## config.mk

```make
export PLATFORM = sky130hd
export DESIGN_NAME = rca_4bit
export DESIGN_NICKNAME = d
export VERILOG_FILES = /design/src/rtl/rca_4bit_pkg.sv /design/src/rtl/rca_4bit_full_adder.sv /design/src/rtl/rca_4bit.sv
export SDC_FILE = /design/constraint.sdc
export NUM_CORES = 1
export LEC_CHECK = 0
export ABC_CLOCK_PERIOD_IN_PS = 2400
export BUFFER_PORTS_ARGS = -buffer_cell sky130_fd_sc_hd__buf_2
export CORE_AREA = 2 2 39 41
export CTS_CLUSTER_SIZE = 24
export DETAILED_ROUTE_END_ITERATION = 8
export DIE_AREA = 0 0 41 43
export GPL_ROUTABILITY_DRIVEN = 1
export PLACE_DENSITY_LB_ADDON = 0.15
export SLEW_MARGIN = 40
export SYNTH_ARGS = -nofsm -noshare
export SYNTH_HDL_FRONTEND = slang
export SYNTH_SLANG_ARGS = --single-unit
```

## constraint.sdc

```tcl
create_clock -name clk -period 2.4 [get_ports clk]
set_input_delay 0.24 -clock clk [delete_from_list [all_inputs] [get_ports clk]]
set_output_delay 0.24 -clock clk [all_outputs]
set_load 0.01 [all_outputs]
```

## src/rtl/rca_4bit_pkg.sv

```systemverilog
// Shared constants for the ripple-carry adder slice.
package rca_4bit_pkg;

    // Default operand/sum width of the adder.
    localparam int unsigned RCA_WIDTH = 4;

endpackage : rca_4bit_pkg

```

## src/rtl/rca_4bit_full_adder.sv

```systemverilog
// Single-bit full adder: one ripple stage of rca_4bit.
module rca_4bit_full_adder
    import rca_4bit_pkg::*;
(
    input  logic i_a,
    input  logic i_b,
    input  logic i_ci,
    output logic o_s,
    output logic o_co
);

    logic w_prop;

    // Propagate term, sum bit and carry-out of this stage.
    always_comb begin
        w_prop = i_a ^ i_b;
        o_s    = w_prop ^ i_ci;
        o_co   = (i_a & i_b) | (i_ci & w_prop);
    end

endmodule : rca_4bit_full_adder

```

## src/rtl/rca_4bit.sv

```systemverilog
// WIDTH-bit ripple-carry adder with carry-out, signed overflow and a
// registered copy of the results for synchronous consumers.
module rca_4bit
    import rca_4bit_pkg::*;
#(
    parameter int unsigned WIDTH = RCA_WIDTH
) (
    input  logic             clk,
    input  logic             rst_n,
    input  logic [WIDTH-1:0] a,
    input  logic [WIDTH-1:0] b,
    input  logic             cin,
    output logic [WIDTH-1:0] sum,
    output logic             cout,
    output logic             ovf,
    output logic [WIDTH-1:0] sum_q,
    output logic             cout_q,
    output logic             ovf_q
);

    // w_carry[i] is the carry into bit i; w_carry[WIDTH] is the carry-out.
    logic [WIDTH:0]   w_carry;
    logic [WIDTH-1:0] w_sum;

    logic [WIDTH-1:0] r_sum;
    logic             r_cout;
    logic             r_ovf;

    assign w_carry[0] = cin;

    for (genvar g_i = 0; g_i < WIDTH; g_i++) begin : g_stage
        rca_4bit_full_adder u_fa (
            .i_a  (a[g_i]),
            .i_b  (b[g_i]),
            .i_ci (w_carry[g_i]),
            .o_s  (w_sum[g_i]),
            .o_co (w_carry[g_i+1])
        );
    end

    // Combinational results; overflow compares carry into and out of the MSB.
    always_comb begin
        sum  = w_sum;
        cout = w_carry[WIDTH];
        ovf  = w_carry[WIDTH-1] ^ w_carry[WIDTH];
    end

    // Output register stage: capture results each edge, clear asynchronously.
    always_ff @(posedge clk or negedge rst_n) begin
        if (!rst_n) begin
            r_sum  <= '0;
            r_cout <= 1'b0;
            r_ovf  <= 1'b0;
        end else begin
            r_sum  <= w_sum;
            r_cout <= w_carry[WIDTH];
            r_ovf  <= w_carry[WIDTH-1] ^ w_carry[WIDTH];
        end
    end

    assign sum_q  = r_sum;
    assign cout_q = r_cout;
    assign ovf_q  = r_ovf;

endmodule : rca_4bit

```

# == Yosys cells after proc, flatten, opt, wreduce, memory -nomap -nowiden ==
# Index checks and enable logic that the tools add are counted.
# totals
regBits,6
inputBits,11
output_inout_bits,12
word_cells,24
# op_classes
bitwise_logic,21
# ops
cell,n
$xor 1x1->1,9
$and 1x1->1,8
$or 1x1->1,4

# == Logic depth before layout (Yosys ltp) ==
# depth
depth_word,10
depth_mapped,9
mapped_depth_nobuf,8

# == Modules after synthesis ==
# From an unflattened synthesis, not the netlist that was laid out.
# hier_totals
hier_cells,11
area_unflattened_um2,239.0
# modules_own_cells
module,n_inst,cells_per_inst,area_each_um2,seq_area_each_um2
rca_4bit,1,7,158.9,150.1
rca_4bit_full_adder,4,1,20.0,0.0

# == Least setup slack after synthesis ==
# No wires, ideal clock.
# synth_path
kind,input -> output
from,in a[0]
to,out sum[3]
arrival_ns,1.923
required_ns,2.160
path_slack_ns,0.237
path_stages,9
n_path_buf,1
path_cell_list,fa_1 > inv_1 > fa_1 > inv_1 > fa_1 > inv_1 > fa_1 > inv_1 > buf_4
# synth_via
elab_chain_cells,8
word_cells_on_any_way,9
classes_between,9 x bitwise
# synth_lines
item,line_no,source
from (decl),rca_4bit.sv:10,"input logic [WIDTH-1:0] a,"
$xor 1x1->1,rca_4bit_full_adder.sv:16,w_prop = i_a ^ i_b;
$and 1x1->1,rca_4bit_full_adder.sv:18,o_co = (i_a & i_b) | (i_ci & w_prop);
$or 1x1->1 *,rca_4bit_full_adder.sv:18,
$and 1x1->1 *,rca_4bit_full_adder.sv:18,
$or 1x1->1 *,rca_4bit_full_adder.sv:18,
$and 1x1->1 *,rca_4bit_full_adder.sv:18,
$or 1x1->1 *,rca_4bit_full_adder.sv:18,
$xor 1x1->1 *,rca_4bit_full_adder.sv:17,o_s = w_prop ^ i_ci;
to (decl),rca_4bit.sv:13,"output logic [WIDTH-1:0] sum,"
# Mark *: on every way between the ends. The rest lies on a longest branch, timed or not.

# == Worst setup path after layout ==
# Ends and elaborated chain as after synthesis.

==> run metrics <==
ratio of cells with drive above 1 in the final layout=between 60% and 70%; final hold vios=0; final setup fails=0; Post-Place Setup Slack=0.0104 ns; hpwl dp=498 µm; antenna violations before repair=0; clock net sink count=6; Mean Syn Cell Area=approximately 12 µm²; DIE AREA=1760 µm²; CP max stage delay=0.40 ns; slew margin rel.=about 89%; DR pass1 iterations=2; placed cell areas=slightly above 400 µm²; antenna-violating nets left=0; Post-synth ARST share=100%; cts bufs inserted=3; Tot GR Track Use=7.83%; post-layout net count=65; Critical Path Start Type=primary input; most numerous cell in the Yosys netlist=inv_1; Tmin final=roughly 2.3 ns; area of the core=~1400 µm²; area of the multi-input gates=96.3 µm²; IO Port Bufs=22; slowest stage cell, crit path=fa_1; fmax=439 MHz; crit path DAT=~2 ns; DRC=0; global-route wire length before repair=814 µm; synthesis-stage register bit count=6; number of synthesized flops with an enable pin=0; DR iter-0 viols=1; final wirelength=roughly 540 µm; Power Total=a little over 0.3 mW; Ports=23; Synth cell types=5; Hold Crit Start=cin; crit end category=primary output; Clk pin slew, worst setup/hold paths=approximately 0.040 ns; worst hold path class=in -> reg; Synth area leaders=dfrtp_1, fa_1, inv_1; WL/cell=8.42 µm; sequential share of the synthesized area=49.0%; H-tree depth=1; Commonest cells post-synth=inv_1, dfrtp_1, buf_4, fa_1, xnor2_1; via count=about 220; FF/Latch Area=150 µm²; Root Buffer=clkbuf_4; area grow syn2layout=48.2%; largest delay contributor family on the critical path=adder cells; Worst Hold Depth=2; Starting Density=between 20% and 30%; gpl congestion=0.612; Die Ht=43 µm; actual slew at the worst max-slew pin=0.159 ns; Design Area, Final=454 µm²; max-slew violations=0; Cells after Synth=25; num rows=14; largest net degree at the start of global routing=7; Syn Nets=40; Max clock buf depth=2; Leak Pwr=0.260 nW; Final Cycle Share=94.9%; status=complete, no violations; CP Buf/Inv Count=6; Setup TNS=0 ns; Synth area leader=dfrtp_1; vias in the first global route=approximately 220; unrepaired setup endpoints after global routing=no; Hold Path End=sum_q[0]; CTS tree=yes; Crit Path Class=in -> out; Top FF cell, synth=dfrtp_1; MaxCap Viol Count=0; vias per std cell=~3.5; Ys Warns=0; Peak VDD IR=0.000142 V; fin worst setup slack=0.123 ns; Max Fanout on Critical Path=2; post-synth top area share=49.0%; Die W=41 µm; CP Cell Sequence=buf_2 > fa_2 > inv_2 > fa_2 > inv_1 > fa_2 > inv_1 > fa_1 > inv_1 > buf_2; worst path required time=about 2.2 ns; gr ovfl total=0; fillers=~150; hold_ws=0.323 ns; Antenna Cells=0; pwr/cell area=670 nW/µm²; Netlist Area Pre-Place=307 µm²
## per-layer routing
layer | track usage (%) | share of wire, % | vias up | wire length, µm
li1 | - | - | 107 | -
met1 | 6.02 | 27 | 99 | 145
met2 | 11.6 | 58 | 14 | 315
met3 | 0.524 | 12 | 2 | 62
met4 | 14.0 | 2.6 | 0 | 14
met5 | 0 | 0 | - | 0
## per-stage QoR
step                      utilization (%)  std cells
after floorplan                         -         25
after global placement               29.4         59
after detailed placement             29.4         59
after CTS                            31.7         63
after global routing                 32.8         64
final                                32.8         64
## kinds of logic after synthesis
family	synth area share [%]
flip-flops	49.0
XOR/XNOR	2.86
buffers and inverters	22.0
adder cells (fa/ha/maj)	26.1
## how the worst max path moves through the flow
stage / slack (ns) / from / cells past startpoint / end
floorplan: 0.24 / a[0] / 9 / sum[3]
global placement: 0.06 / a[0] / 10 / sum[3]
detailed placement: 0.01 / a[0] / 10 / sum[3]
CTS: 0.01 / a[0] / 10 / sum[3]
global route: 0.02 / a[0] / 10 / sum[3]
finish: 0.12 / a[0] / 10 / sum[3]
## where the power goes
group          internal, mW  switching, mW
combinational        0.0438         0.0513
clock                0.0562         0.0314
sequential            0.118        0.00338
total                 0.218         0.0860
## layout make-up
type	count	area share [%]
sequential	6	33.1
inverter	10	8.26
timing repair buffer	24	28.1
multi-input combinational	5	21.2
tap	16	4.41
clock buffer	3	4.96
## sequential cells by signal, summed over array words and instances, names as in the netlist
name	cells
cout_q	1
ovf_q	1
sum_q	4
## cell usage in the layout (no fill, tap or decap)
cell type and count:
buf_2 22, buf_4 1, clkbuf_4 3, dfrtp_1 6, dlygate4sd3_1 1, fa_1 1, fa_2 3, inv_1 9
inv_2 1, xnor2_1 1
## what timing repair did
| action | CTS | global route |
|---|---|---|
| hold buffers | 1 | 0 |
| buffers inserted | 0 | 1 |
| resized for setup | 0 | 4 |
| setup endpoints to repair | 0 | 2 |
| hold endpoints to repair | 6 | 0 |
(Power assumes the default switching activity.)
